### config.mk
export PLATFORM = sky130hd
export DESIGN_NAME = pushbutton_reader_flat
export DESIGN_NICKNAME = d
export VERILOG_FILES = /design/src/rtl/pushbutton_reader_if.sv /design/src/rtl/pushbutton_reader.sv /design/src/flat_wrapper.sv
export SDC_FILE = /design/constraint.sdc
export NUM_CORES = 1
export LEC_CHECK = 0
export CORE_MARGIN = 4
export CORE_UTILIZATION = 27
export CTS_CLUSTER_DIAMETER = 120
export DETAILED_ROUTE_END_ITERATION = 10
export PLACE_DENSITY = 0.49
export SLEW_MARGIN = 5
export SYNTH_ARGS = -nofsm -noshare
export SYNTH_HDL_FRONTEND = slang
export SYNTH_SLANG_ARGS = --single-unit
### constraint.sdc
create_clock -name clk -period 6.33 [get_ports clk]
set_clock_uncertainty 0.15 [all_clocks]
set_input_delay 0.9495 -clock clk [delete_from_list [all_inputs] [get_ports clk]]
set_output_delay 0.9495 -clock clk [all_outputs]
set_load 0.01 [all_outputs]
### src/rtl/pushbutton_reader_if.sv
// Signal bundle between a raw active-low pushbutton and its debounced reader.
// The reader sits on the slave side and the stimulus or board sits on the master side.
interface pushbutton_reader_if;
    logic btn_n;
    logic pressed;
    logic short_press;
    logic long_press;
    logic toggle;

    modport master (
        output btn_n,
        input  pressed,
        input  short_press,
        input  long_press,
        input  toggle
    );

    modport slave (
        input  btn_n,
        output pressed,
        output short_press,
        output long_press,
        output toggle
    );
endinterface

### src/rtl/pushbutton_reader.sv
// Debounced pushbutton reader. It reports the held level, short and long press pulses,
// and a toggle that flips on every short press.
module pushbutton_reader #(
    parameter int DEBOUNCE_CYCLES = 200000,
    parameter int LONG_CYCLES     = 20000000
) (
    input  logic                 clk,
    input  logic                 rst_n,
    pushbutton_reader_if.slave   bus
);

    localparam int DCNT_W = $clog2(DEBOUNCE_CYCLES + 1);
    localparam int HCNT_W = $clog2(LONG_CYCLES + 1);
    localparam logic [DCNT_W-1:0] DCNT_LAST = DCNT_W'(DEBOUNCE_CYCLES - 1);
    localparam logic [HCNT_W-1:0] HCNT_LAST = HCNT_W'(LONG_CYCLES - 1);

    typedef enum logic [2:0] {
        IDLE,
        DEB_PRESS,
        HELD,
        LONG_HELD,
        DEB_RELEASE
    } state_t;

    // Both flops reset to 1 so the synchronizer starts in the released state.
    logic [1:0] sync_reg;
    logic       btn_s;

    always_ff @(posedge clk or negedge rst_n) begin
        if (!rst_n) begin
            sync_reg <= 2'b11;
        end else begin
            sync_reg <= {sync_reg[0], bus.btn_n};
        end
    end

    assign btn_s = ~sync_reg[1];

    state_t            state_reg, state_next;
    logic [DCNT_W-1:0] dcnt_reg, dcnt_next;
    logic [HCNT_W-1:0] hcnt_reg, hcnt_next;
    logic              long_flag_reg, long_flag_next;
    logic              pressed_reg, pressed_next;
    logic              short_reg, short_next;
    logic              long_reg, long_next;
    logic              toggle_reg, toggle_next;

    always_ff @(posedge clk or negedge rst_n) begin
        if (!rst_n) begin
            state_reg     <= IDLE;
            dcnt_reg      <= '0;
            hcnt_reg      <= '0;
            long_flag_reg <= 1'b0;
            pressed_reg   <= 1'b0;
            short_reg     <= 1'b0;
            long_reg      <= 1'b0;
            toggle_reg    <= 1'b0;
        end else begin
            state_reg     <= state_next;
            dcnt_reg      <= dcnt_next;
            hcnt_reg      <= hcnt_next;
            long_flag_reg <= long_flag_next;
            pressed_reg   <= pressed_next;
            short_reg     <= short_next;
            long_reg      <= long_next;
            toggle_reg    <= toggle_next;
        end
    end

    always_comb begin
        state_next     = state_reg;
        dcnt_next      = dcnt_reg;
        hcnt_next      = hcnt_reg;
        long_flag_next = long_flag_reg;
        pressed_next   = pressed_reg;
        short_next     = 1'b0;
        long_next      = 1'b0;
        toggle_next    = toggle_reg;

        case (state_reg)
            IDLE: begin
                if (btn_s) begin
                    state_next = DEB_PRESS;
                    dcnt_next  = '0;
                end
            end

            DEB_PRESS: begin
                if (!btn_s) begin
                    state_next = IDLE;
                end else if (dcnt_reg == DCNT_LAST) begin
                    state_next     = HELD;
                    pressed_next   = 1'b1;
                    hcnt_next      = '0;
                    long_flag_next = 1'b0;
                end else begin
                    dcnt_next = dcnt_reg + 1'b1;
                end
            end

            // A release seen on the terminal hold count wins over the long press.
            HELD: begin
                if (!btn_s) begin
                    state_next = DEB_RELEASE;
                    dcnt_next  = '0;
                end else if (hcnt_reg == HCNT_LAST) begin
                    state_next     = LONG_HELD;
                    long_flag_next = 1'b1;
                    long_next      = 1'b1;
                end else begin
                    hcnt_next = hcnt_reg + 1'b1;
                end
            end

            LONG_HELD: begin
                if (!btn_s) begin
                    state_next = DEB_RELEASE;
                    dcnt_next  = '0;
                end
            end

            // A glitch returns to the hold state with hcnt untouched, so hold time resumes.
            DEB_RELEASE: begin
                if (btn_s) begin
                    state_next = long_flag_reg ? LONG_HELD : HELD;
                end else if (dcnt_reg == DCNT_LAST) begin
                    state_next   = IDLE;
                    pressed_next = 1'b0;
                    if (!long_flag_reg) begin
                        short_next  = 1'b1;
                        toggle_next = ~toggle_reg;
                    end
                end else begin
                    dcnt_next = dcnt_reg + 1'b1;
                end
            end

            default: begin
                state_next = IDLE;
            end
        endcase
    end

    assign bus.pressed     = pressed_reg;
    assign bus.short_press = short_reg;
    assign bus.long_press  = long_reg;
    assign bus.toggle      = toggle_reg;

endmodule
### src/flat_wrapper.sv
// flat-port wrapper written by rule: the top's interface ports become plain ports
module pushbutton_reader_flat 
#(
    parameter int DEBOUNCE_CYCLES = 200000,
    parameter int LONG_CYCLES     = 20000000
)
  (clk, rst_n, bus_btn_n, bus_pressed, bus_short_press, bus_long_press, bus_toggle);
  pushbutton_reader_if bus_i ();
  input  logic clk;
  input  logic rst_n;
  input wire logic [$bits(bus_i.btn_n)-1:0] bus_btn_n;
  output wire logic [$bits(bus_i.pressed)-1:0] bus_pressed;
  output wire logic [$bits(bus_i.short_press)-1:0] bus_short_press;
  output wire logic [$bits(bus_i.long_press)-1:0] bus_long_press;
  output wire logic [$bits(bus_i.toggle)-1:0] bus_toggle;
  assign bus_i.btn_n = bus_btn_n;
  assign bus_pressed = bus_i.pressed;
  assign bus_short_press = bus_i.short_press;
  assign bus_long_press = bus_i.long_press;
  assign bus_toggle = bus_i.toggle;
  pushbutton_reader #(.DEBOUNCE_CYCLES(DEBOUNCE_CYCLES), .LONG_CYCLES(LONG_CYCLES)) u_core (.clk(clk), .rst_n(rst_n), .bus(bus_i));
endmodule
### Word level (Yosys, flattened, before mapping)

Cells that the tools add are included.

| storage, ports and cells | value |
|---|---|
| bits in registers | 53 |
| input port bits | 3 |
| output and inout port bits | 4 |
| word-level logic and storage cells | 80 |

| cells by class | value |
|---|---|
| $add $sub $neg | 2 |
| equal/unequal tests | 19 |
| muxes and demuxes | 37 |
| bitwise gates (word level) | 2 |
| reductions and logical operators | 11 |

Operators with widths:

| operator | count |
|---|---|
| 25-bit 2-to-1 mux | 4 |
| 18-bit 2-to-1 mux | 5 |
| 18-bit one-hot mux with 4 select lines | 1 |
| 25-bit one-hot mux with 2 select lines | 1 |
| 25-bit by 1-bit adder with 25-bit output, second input constant | 1 |
| 25-bit == test, second input constant | 1 |
| 5-bit AND reduction | 5 |
| 3-bit 2-to-1 mux | 8 |
| 18-bit by 1-bit adder with 18-bit output, second input constant | 1 |
| 18-bit == test, second input constant | 1 |
| 1-bit 2-to-1 mux | 15 |
| 3-bit one-hot mux with 5 select lines | 1 |
| 2-bit by 1-bit inequality test with 1-bit output, second input constant | 6 |
| 2-bit inequality test, second input constant | 4 |
| 3-bit by 2-bit == test with 1-bit output, second input constant | 2 |
| 3-bit by 1-bit inequality test with 1-bit output, second input constant | 2 |
| 1-bit one-hot mux with 2 select lines | 2 |
| 4-bit AND reduction | 1 |
| 2-bit nonzero test | 2 |
| 4-bit nonzero test | 1 |
| 3-bit by 1-bit == test with 1-bit output, second input constant | 1 |
| 3-bit == test, second input constant | 1 |
| 3-bit logical NOT | 1 |
| 3-bit inequality test, second input constant | 1 |
| 2 further kinds | 3 |

### Longest topological paths before layout

Gate-level depths: netlist of the first run.

| depth | value |
|---|---|
| depth in word-level cells | 4 |
| gate-level depth with buffers | 8 |

### Worst setup path before layout of the first run

Ideal clock, no wire load.

| path | value |
|---|---|
| kind | flip-flop to flip-flop |
| start point | reg u_core.dcnt_reg[0] |
| end point | reg u_core.hcnt_reg[23] |
| library setup time | 126 ps |
| arrival time | 2073 ps |
| required time | 6054 ps |
| setup slack | 3981 ps |
| cell stages (with the launch flop) | 8 |
| period minus slack after synthesis | 2349 ps |
| cells stage by stage | dfrtp_1 ha_1 nand3_2 or2_1 or4_1 o21a_2 buf_2 a221o_1 |

| on the way | value |
|---|---|
| longest elaborated chain between the ends | 3 |

Ends and longest elaborated chain:

| element | line | source |
|---|---|---|
| start, declared | pushbutton_reader.sv:40 | `logic [DCNT_W-1:0] dcnt_reg, dcnt_next;` |
| start signal, assigned | pushbutton_reader.sv:60 | `dcnt_reg <= dcnt_next;` |
| 18-bit == test | pushbutton_reader.sv:91 | `end else if (dcnt_reg == DCNT_LAST) begin` |
| 2-bit by 1-bit inequality test with 1-bit output (no source line) | -- |  |
| 5-bit AND reduction (no source line) | -- |  |
| end signal, assigned | pushbutton_reader.sv:61 | `hcnt_reg <= hcnt_next;` |
| end, declared | pushbutton_reader.sv:41 | `logic [HCNT_W-1:0] hcnt_reg, hcnt_next;` |

No other way between the ends.
A chain may end at the register's enable or synchronous reset.

### Worst setup path in the final report of the first run

| path | value |
|---|---|
| start point | reg u_core.hcnt_reg[0] |
| end point | reg u_core.hcnt_reg[10] |

| on the way | value |
|---|---|
| longest elaborated chain between the ends | 4 |
| elaborated cells on any way between the ends | 7 |
| classes of those cells | add/sub (1); eq/ne (2); mux (3); reduce/logical (1) |

Ends and longest elaborated chain:

| element | line | source |
|---|---|---|
| 25-bit by 1-bit adder with 25-bit output | pushbutton_reader.sv:111 | `hcnt_next = hcnt_reg + 1'b1;` |
| 25-bit 2-to-1 mux | pushbutton_reader.sv:106 | `end else if (hcnt_reg == HCNT_LAST) begin` |
| 25-bit 2-to-1 mux | pushbutton_reader.sv:103 | `if (!btn_s) begin` |
| 25-bit one-hot mux with 2 select lines | pushbutton_reader.sv:80 | `case (state_reg)` |

Several ways; a longest one is shown, not always the timed one. The select of a mux whose other input is x is not followed.

==> reports/results.txt, run 1 <==
#FFs+latches synth -> 53
Area of the multi-input gates -> 1650 um2
Pre-CTS WS -> 3220 ps
Vias in the first global route -> 2516
Critical Path AT -> 3230 ps
RSZ-0062 raised after global routing -> false
ANT nets after route -> 0
DRC -> 0
Hold buffers post-CTS -> 0
Reg2Reg Launch Point -> u_core.hcnt_reg[0]
Area growth from synthesis to layout -> 10.8%
Leak -> 1.26 nW
I/O Buffers -> 6
Ys async rst share -> 100%
CTS Sinks -> 53
GP Congestion -> 0.803
Netlist cell types -> 58
CP endpoint kind -> register
Min-delay src -> u_core.sync_reg[0]
Core area -> 11000 um2
Setup TNS -> 0 ps
Crit path max fanout -> 28
Clock Tree Buf Depth -> 2
CP Data Required Time -> 6360 ps
FF-to-FF path depth -> 6
Worst-margin pin slew -> 1010 ps
Reg clk slew, reported paths -> 70 ps
Tcrit/Tclk final -> 50.6%
Die area -> 13200 um2
Slew HR -> 32.5%
Max reg flops -> 25
Via Count -> 2669
Hold Crit Depth -> 0
Antenna violations before repair -> 0
1st-pass router iterations -> 4
Hpwl dp -> 4.83 mm
First-pass GRT wire length -> 12.9 mm
Fillers -> 1146
Avg Vias per Cell -> 5.60
DR iter-0 viols -> 166
Layout cells sized above 1 -> 6.82%
Row Count -> 38
Global-route usage over all layers -> 12.1%
Final #Nets -> 341
Commonest non-fill, non-tap cell in the layout -> dfrtp_1
Most frequent cells in the layout -> 51 x dfrtp_1, 37 x nand2_1, 20 x nand3_1
Worst setup margin -> 3130 ps
Synth Warn # -> 0
Fmax -> 312 MHz
Max-cap violations -> 0
Clk_lat worst skew -> 300 ps
Syn_area_per_cell -> 9.14 um2
Final Hold Fails -> 0
CP startpoint kind -> register
Clock Root Buffer -> clkbuf_16
Max VDD drop -> 0.0000937 V
Grt ovf -> 0
Post-CTS Setup Inserts -> 0
Setup violations, final -> 0
Final slew viol count -> 0
Status -> completed
H-Tree Level Count -> 2
Final core utilization -> 31.1%
WHS Endpoint -> u_core.sync_reg[1]
Top FF cell, synth -> dfrtp_1
Reg2reg setup slack -> 3130 ps
Resize count post-CTS -> 0
Worst r2r dst -> u_core.hcnt_reg[10]
Drt wl/cell -> 15.5 um
DIE WIDTH -> 115 um
# IOs -> 7
PwrDens -> 195 nW/um2
Post-synth net total -> 342
Mapped Area -> 3080 um2
FF/Latch Area -> 1330 um2
Crit Path Class -> register to register
Largest net degree at the start of global routing -> 54
HP Class -> register to register
Ant diodes -> 0
TritonCTS clock tree -> built
Fin crit period -> 3200 ps
Synth Instances -> 337
Sequential fraction of the synthesis area -> 43.1%
CTS buffer count -> 5
Routed wire length -> 7.39 mm
Die Y -> 115 um
Number of synthesized flops with an enable pin -> 0
Initial Utilization -> 28.1%
-- area by class of cell --
type                    count  area share (%)
clock buffers               7            4.47
clock inverters             1           0.147
inverters                   6           0.660
multi-input cells         261            48.4
flip-flops and latches     53            38.9
well taps                 140            5.13
repair buffers              9            2.27
-- metrics by stage --
step,std cells,hold slack [ps],instance area (um2),power [mW]
6_report,477,209,3410,0.665
5_1_grt,477,215,3410,0.695
2_1_floorplan,337,195,3080,0.364
3_3_place_gp,469,199,3260,0.378
4_1_cts,477,211,3410,0.676
3_5_place_dp,469,201,3260,0.378
-- Yosys cell counts, drive strengths merged (4+ instances only) --
| cell type | count | area share, % |
|---|---|---|
| nand2 | 37 | 4.5 |
| nand4 | 11 | 2.2 |
| dfrtp | 51 | 41 |
| o21ai | 23 | 3.7 |
| and4 | 4 | 1.1 |
| a221o | 9 | 2.9 |
| nor2 | 10 | 1.2 |
| or4 | 8 | 2.1 |
| and3 | 6 | 1.2 |
| clkbuf | 11 | 1.3 |
| nand2b | 7 | 1.4 |
| a21o | 4 | 0.97 |
| nor3 | 17 | 2.8 |
| inv | 6 | 0.73 |
| nand3 | 22 | 3.9 |
| o31ai | 8 | 1.9 |
| o22a | 10 | 2.8 |
| nor4 | 16 | 3.2 |
| buf | 6 | 1.2 |
| or3 | 7 | 1.4 |
| and2 | 6 | 1.2 |
| a21oi | 9 | 1.5 |
-- how the worst max path moves through the flow --
stage                       startpoint                   to  slack, ps  cells after the start
floorplan           u_core.dcnt_reg[0]  u_core.hcnt_reg[23]       3980                      7
global placement    u_core.hcnt_reg[0]   u_core.hcnt_reg[2]       3290                      6
detailed placement  u_core.hcnt_reg[0]  u_core.hcnt_reg[10]       3220                      6
CTS                 u_core.hcnt_reg[0]   u_core.hcnt_reg[4]       3180                      6
global route        u_core.hcnt_reg[1]  u_core.hcnt_reg[16]       2860                      6
finish              u_core.hcnt_reg[0]  u_core.hcnt_reg[10]       3130                      6
-- per-layer routing --
| metal | GRT usage [%] | vias up | part of all wire (%) |
|---|---|---|---|
| met2 | 19.5 | 39 | 46 |
| met1 | 16.4 | 1309 | 49 |
| met3 | 2.26 | 7 | 3.3 |
| met4 | 3.83 | 0 | 1.2 |
| met5 | 0 | - | 0 |
| li1 | - | 1314 | - |
-- kinds of logic (layout without fill, tap and decap cells) --
logic type | Yosys count | after routing | synth area share, %
AOI/OAI and AO/OA | 87 | 87 | 20.6
xor gates and xnor gates | 2 | 2 | 0.569
adders and majority gates | 2 | 2 | 0.812
buffers and inverters | 23 | 23 | 3.25
DFF | 53 | 53 | 43.1
muxes | 1 | 1 | 0.365
and+or+nand+nor | 169 | 169 | 31.3
-- report_power, final --
group	switching [mW]	internal [mW]
Sequential	0.00478	0.342
Combinational	0.0167	0.00676
Clock	0.127	0.168
Total	0.148	0.517
-- worst max-delay path, stage by stage (launching register included) --
cell     delay [ps]
dfrtp_1         390
ha_1            260
nand2_1         110
nor4_1          410
and4_1          940
nor2_1          400
a221o_1         420
Power figures use the tool's default switching activity.
==> run 2, diff against run 1 <==
==> constraint.sdc (replaced) <==
create_clock -name clk -period 3.1 [get_ports clk]
set_clock_uncertainty 0.15 [all_clocks]
set_input_delay 0.465 -clock clk [delete_from_list [all_inputs] [get_ports clk]]
set_output_delay 0.465 -clock clk [all_outputs]
set_load 0.01 [all_outputs]
==> run 2 against run 1 <==
First-iteration DRC count fell by 9.0%. Critical path type unchanged. Non-clock buffer count rose by 6. Largest power group unchanged. Highest routed layer unchanged. Via count fell by 0.19%. Sequential share of layout area fell by 0.27 points. Setup slack got worse by 2600 ps. Die area did not move. Maximum frequency rose by 26%. Largest cell class unchanged. Wire length rose by 1.6%. Critical path depth did not move. Cell area rose by 0.70%. Clock-buffer cell count rose by 1. Global-route usage rose by 0.32 points.
==> reports/results.txt, run 2 (same netlist as run 1, synthesis figures left out) <==
Status -> completed (unchanged)
DRC -> 0 (unchanged)
Switching portion of total power -> 22.7% (was 22.3%)
Core area -> 11000 um2 (unchanged)
ANT nets after route -> 0 (unchanged)
Antenna violations before repair -> 0 (unchanged)
Max stage delay on crit path -> 540 ps (was 940 ps)
Via Count -> 2664 (was 2669)
Area growth from synthesis to layout -> 11.6% (was 10.8%)
Hpwl dp -> 5.18 mm (was 4.83 mm)
Final #Nets -> 347 (was 341)
CTS Sinks -> 53 (unchanged)
# IOs -> 7 (unchanged)
DR iter-0 viols -> 151 (was 166)
Vias in the first global route -> 2682 (was 2516)
FF/Latch Area -> 1330 um2 (unchanged)
Clock Tree Buf Depth -> 2 (unchanged)
Hold buffers post-CTS -> 0 (unchanged)
1st-pass router iterations -> 4 (unchanged)
CP Data Required Time -> 3130 ps (was 6360 ps)
Total Power -> 1.32 mW (was 0.665 mW)
Power share of the sequential group -> 53.9% (was 52.2%)
Leak -> 1.28 nW (was 1.26 nW)
Pre-CTS WS -> 556 ps (was 3220 ps)
Fin area -> 3440 um2 (was 3410 um2)
Global-route usage over all layers -> 12.4% (was 12.1%)
Largest net degree at the start of global routing -> 34 (was 54)
PwrDens -> 383 nW/um2 (was 195 nW/um2)
HP Class -> input port to async pin (was register to register)
Grt ovf -> 0 (unchanged)
H-Tree Level Count -> 2 (unchanged)
Worst setup margin -> 558 ps (was 3130 ps)
Area of the multi-input gates -> 1650 um2 (unchanged)
Post-Layout Cell Count -> 483 (was 477)
I/O Buffers -> 6 (unchanged)
Max VDD drop -> 0.000186 V (was 0.0000937 V)
Critical Path AT -> 2570 ps (was 3230 ps)
DP Area -> 3300 um2 (was 3260 um2)
Final core utilization -> 31.3% (was 31.1%)
Fmax -> 393 MHz (was 312 MHz)
Layout cells sized above 1 -> 7.58% (was 6.82%)
Resize count post-CTS -> 0 (unchanged)
Worst hold margin -> 102 ps (was 209 ps)
CP endpoint kind -> register (unchanged)
First-pass GRT wire length -> 13.4 mm (was 12.9 mm)
Max reg flops -> 25 (unchanged)
Routed wire length -> 7.50 mm (was 7.39 mm)
Most frequent cells in the layout -> 51 x dfrtp_1, 37 x nand2_1, 20 x nand3_1 (unchanged)
Ant diodes -> 0 (unchanged)
DIE WIDTH -> 115 um (unchanged)
Worst-margin pin slew -> 823 ps (was 1010 ps)
Fillers -> 1142 (was 1146)
GP Congestion -> 0.770 (was 0.803)
Setup TNS -> 0 ps (unchanged)
Die area -> 13200 um2 (unchanged)
Clock Root Buffer -> clkbuf_16 (unchanged)
Tcrit/Tclk final -> 82.0% (was 50.6%)
Slew HR -> 45.1% (was 32.5%)
CTS buffer count -> 5 (unchanged)
Placed Cells incl. Taps -> 475 (was 469)
Die Y -> 115 um (unchanged)
Initial Utilization -> 28.1% (unchanged)
Fin crit period -> 2540 ps (was 3200 ps)
Switch Pwr -> 0.298 mW (was 0.148 mW)
Avg Vias per Cell -> 5.52 (was 5.60)
Final slew viol count -> 0 (unchanged)
Logic pwr share -> 3.9% (was 3.5%)
Setup violations, final -> 0 (unchanged)
TritonCTS clock tree -> built (unchanged)
CP max-delay cell -> or4_1 (was and4_1)
Part of the power in the clock network -> 42.2% (was 44.3%)
Crit path max fanout -> 25 (was 28)
Clk_lat worst skew -> 290 ps (was 300 ps)
Row Count -> 38 (unchanged)
RSZ-0062 raised after global routing -> false (unchanged)
Commonest non-fill, non-tap cell in the layout -> dfrtp_1 (unchanged)
Crit-path cells -> ha_1, nand3_2, or2_1, or4_1, o21a_2, a221o_1 (was ha_1, nand2_1, nor4_1, and4_1, nor2_1, a221o_1)
Drt wl/cell -> 15.5 um (about the same)
Reg clk slew, reported paths -> 70 ps (about the same)
Crit Path Class -> register to register (unchanged)
Final Hold Fails -> 0 (unchanged)
Post-CTS Setup Inserts -> 0 (unchanged)
Max-cap violations -> 0 (unchanged)
CP startpoint kind -> register (unchanged)
Pint -> 1.02 mW (was 0.517 mW)
-- run 2: cell count changes in the layout (fill, tap and decap cells not counted), sizes merged --
cell	delta
clkinv	-1
buf	+6
clkbuf	+1
-- run 2: cell type report --
| cell class | count | area share [%] |
|---|---|---|
| multi-input cells | 261 | 48.1 |
| flip-flops and latches | 53 | 38.6 |
| inverters | 6 | 0.655 |
| well taps | 140 | 5.09 |
| clock buffers | 8 | 3.97 |
| repair buffers | 15 | 3.57 |
-- run 2: critical path, delay by kind of cell, from the launching register on --
family                     cells  cell delay, ps
adders and majority gates      1             190
DFF                            1             400
and+or+nand+nor                3             970
AOI/OAI and AO/OA              2             710
-- run 2: power by group through the flow --
| stage | sequential, mW | combinational (mW) | clock, mW |
|---|---|---|---|
| 2_1_floorplan | 0.718 | 0.0255 | 0 |
| 3_3_place_gp | 0.722 | 0.0528 | 0 |
| 3_5_place_dp | 0.722 | 0.0531 | 0 |
| 4_1_cts | 0.708 | 0.0532 | 0.576 |
| 5_1_grt | 0.710 | 0.0609 | 0.600 |
| 6_report | 0.708 | 0.0513 | 0.556 |
-- run 2: path summary, 6_finish.rpt --
check                                    from                  end  slack, ps  depth (start not counted)
setup reg to reg           u_core.dcnt_reg[0]  u_core.hcnt_reg[19]        560                          6
hold reg to reg            u_core.sync_reg[0]   u_core.sync_reg[1]        200                          0
hold / removal                          rst_n  u_core.hcnt_reg[24]        100                          1
max in group asynchronous               rst_n  u_core.dcnt_reg[17]       2010                          2
setup / recovery           u_core.dcnt_reg[0]  u_core.hcnt_reg[19]        560                          6
min in group clk           u_core.sync_reg[0]   u_core.sync_reg[1]        200                          0
-- run 2: metal layers --
layer / vias to the layer above / wire length (um) / GRT usage, %
met5: - / 0 / 0
met4: 0 / 99 / 3.52
met3: 7 / 156 / 2.47
met2: 23 / 3510 / 20.4
met1: 1314 / 3740 / 16.5
li1: 1320 / - / -
==> run 3, diff against run 2 <==
==> constraint.sdc (replaced) <==
create_clock -name clk -period 2.42 [get_ports clk]
set_clock_uncertainty 0.15 [all_clocks]
set_input_delay 0.363 -clock clk [delete_from_list [all_inputs] [get_ports clk]]
set_output_delay 0.363 -clock clk [all_outputs]
set_load 0.01 [all_outputs]
==> run 3 against run 2 <==
Clock-buffer cell count is 3 lower. Cell area is 9.1% higher. Sequential share of layout area is 3.2 points lower. Die area stayed put. Largest power group is now clock. Setup slack worse by 440 ps. Highest routed layer unchanged. Global-route usage is 0.55 points higher. Critical path depth is 1 higher. Maximum frequency is 11% higher. Core utilization is 2.8 points higher. Flip-flop and latch count stayed put. Critical path type unchanged. Total power is 45% higher. Clock power is 66% higher.
==> reports/results.txt, run 3 (same netlist as run 1, synthesis figures left out) <==
Status -> completed (unchanged)
Fmax -> 435 MHz (was 393 MHz)
H-Tree Level Count -> 2 (unchanged)
Layout cells sized above 1 -> 16.1% (was 7.58%)
FF/Latch Area -> 1330 um2 (unchanged)
Pint -> 1.52 mW (was 1.02 mW)
Die area -> 13200 um2 (unchanged)
Worst-margin pin slew -> 492 ps (was 823 ps)
Core area -> 11000 um2 (unchanged)
1st-pass router iterations -> 7 (was 4)
Clock Root Buffer -> clkbuf_16 (unchanged)
Fin crit period -> 2300 ps (was 2540 ps)
Most frequent cells in the layout -> 51 x dfrtp_1, 37 x nand2_1, 36 x buf_4 (was 51 x dfrtp_1, 37 x nand2_1, 20 x nand3_1)
First-pass GRT wire length -> 13.8 mm (was 13.4 mm)
GR peak layer -> met2 (unchanged)
Routed wire length -> 8.16 mm (was 7.50 mm)
Final Hold Fails -> 0 (unchanged)
Power share of the sequential group -> 47.4% (was 53.9%)
CP endpoint kind -> register (unchanged)
Row Count -> 38 (unchanged)
Final slew viol count -> 0 (unchanged)
Die Y -> 115 um (unchanged)
Setup TNS -> 0 ps (unchanged)
Area growth from synthesis to layout -> 21.7% (was 11.6%)
Switch Pwr -> 0.394 mW (was 0.298 mW)
Max VDD drop -> 0.000225 V (was 0.000186 V)
DRC -> 0 (unchanged)
I/O Buffers -> 6 (unchanged)
Tcrit/Tclk final -> 95.0% (was 82.0%)
Met2 usage -> 22.4% (was 20.4%)
Slew HR -> 67.1% (was 45.1%)
Vias in the first global route -> 2751 (was 2682)
CP startpoint kind -> register (unchanged)
Final core utilization -> 34.2% (was 31.3%)
Leak -> 1.47 nW (was 1.28 nW)
Initial Utilization -> 28.1% (unchanged)
Final #Nets -> 377 (was 347)
HP Class -> register to register (was input port to async pin)
Global-route usage over all layers -> 12.9% (was 12.4%)
TritonCTS clock tree -> built (unchanged)
Post-Layout Cell Count -> 513 (was 483)
Drt wl/cell -> 15.9 um (was 15.5 um)
Critical Path AT -> 2330 ps (was 2570 ps)
Antenna violations before repair -> 0 (unchanged)
Grt ovf -> 0 (unchanged)
DIE WIDTH -> 115 um (unchanged)
Ant diodes -> 0 (unchanged)
PwrDens -> 509 nW/um2 (was 383 nW/um2)
Largest net degree at the start of global routing -> 39 (was 34)
Worst hold margin -> 232 ps (was 102 ps)
Hpwl dp -> 5.71 mm (was 5.18 mm)
Max-cap violations -> 0 (unchanged)
Crit path max fanout -> 25 (unchanged)
DR iter-0 viols -> 147 (was 151)
Total Power -> 1.91 mW (was 1.32 mW)
Worst setup margin -> 120 ps (was 558 ps)
CP Data Required Time -> 2450 ps (was 3130 ps)
Clock Tree Buf Depth -> 2 (unchanged)
Crit Path Class -> register to register (unchanged)
Part of the power in the clock network -> 48.5% (was 42.2%)
Max reg flops -> 25 (unchanged)
GP Congestion -> 0.816 (was 0.770)
Fin area -> 3750 um2 (was 3440 um2)
# IOs -> 7 (unchanged)
ANT nets after route -> 0 (unchanged)
Clk_lat worst skew -> 300 ps (was 290 ps)
Commonest non-fill, non-tap cell in the layout -> dfrtp_1 (unchanged)
Area of the multi-input gates -> 1660 um2 (was 1650 um2)
Logic pwr share -> 4.1% (was 3.9%)
DP Area -> 3540 um2 (was 3300 um2)
Met3 Use GR -> 2.37% (was 2.47%)
Avg Vias per Cell -> 5.53 (was 5.52)
Reg clk slew, reported paths -> 70 ps (about the same)
Post-CTS Setup Inserts -> 0 (unchanged)
Via Count -> 2836 (was 2664)
Switching portion of total power -> 20.6% (was 22.7%)
Setup violations, final -> 0 (unchanged)
CTS buffer count -> 5 (unchanged)
Placed Cells incl. Taps -> 504 (was 475)
Fillers -> 1112 (was 1142)
RSZ-0062 raised after global routing -> false (unchanged)
Met1 global-route usage -> 16.4% (was 16.5%)
CTS Sinks -> 53 (unchanged)
Pre-CTS WS -> 109 ps (was 556 ps)
[run 3: cell count changes in the layout (fill, tap and decap cells not counted), sizes merged]
cell / previous run / this run
buf: 10 / 39
clkbuf: 8 / 5
bufinv: 0 / 2
clkinv: 0 / 1
dlygate4sd3: 0 / 1
[run 3: layout make-up]
cell class | count | share of cell area (%)
Inverter | 6 | 0.600
Sequential cell | 53 | 35.4
Clock inverter | 3 | 1.73
Timing Repair Buffer | 45 | 10.0
Multi-Input combinational cell | 261 | 44.2
Tap cell | 140 | 4.67
Clock buffer | 5 | 3.34
[run 3: power by group through the flow]
| stage | clock (mW) | combinational, mW | sequential, mW |
|---|---|---|---|
| 2_1_floorplan | 0 | 0.0326 | 0.920 |
| 3_3_place_gp | 0 | 0.0786 | 0.922 |
| 3_5_place_dp | 0 | 0.0796 | 0.922 |
| 4_1_cts | 0.954 | 0.0806 | 0.905 |
| 5_1_grt | 0.987 | 0.0904 | 0.907 |
| 6_report | 0.925 | 0.0782 | 0.906 |
[run 3: repair_timing]
action                                 CTS  global route
gates resized for setup                  0             2
endpoints found under the hold margin   14             0
hold buffers                             1             0
setup endpoints to repair                0            11
[run 3: final timing paths]
kind / startpoint / end / slack, ps / cells after the start
max: u_core.dcnt_reg[1] / u_core.hcnt_reg[16] / 120 / 7
min: u_core.sync_reg[0] / u_core.sync_reg[1] / 230 / 0
max reg2reg: u_core.dcnt_reg[1] / u_core.hcnt_reg[16] / 120 / 7
min reg2reg: u_core.sync_reg[0] / u_core.sync_reg[1] / 230 / 0
max in group asynchronous: rst_n / u_core.sync_reg[1] / 1130 / 3
min in group asynchronous: rst_n / u_core.hcnt_reg[17] / 380 / 2
[run 3: per-layer routing]
metal,up-vias,routed length [um],share of wire [%]
li1,1383,-,-
met5,-,0,0
met1,1396,3810,47
met2,50,4060,50
met3,7,215,2.6
met4,0,85,1.0
[run 3: critical path, cell delays in order (launching register included)]
cell and delay, ps:
dfrtp_1 380, ha_1 190, nand3_2 70, or2_1 230, or4_1 500, o21a_2 150, buf_12 160, a221o_1 350
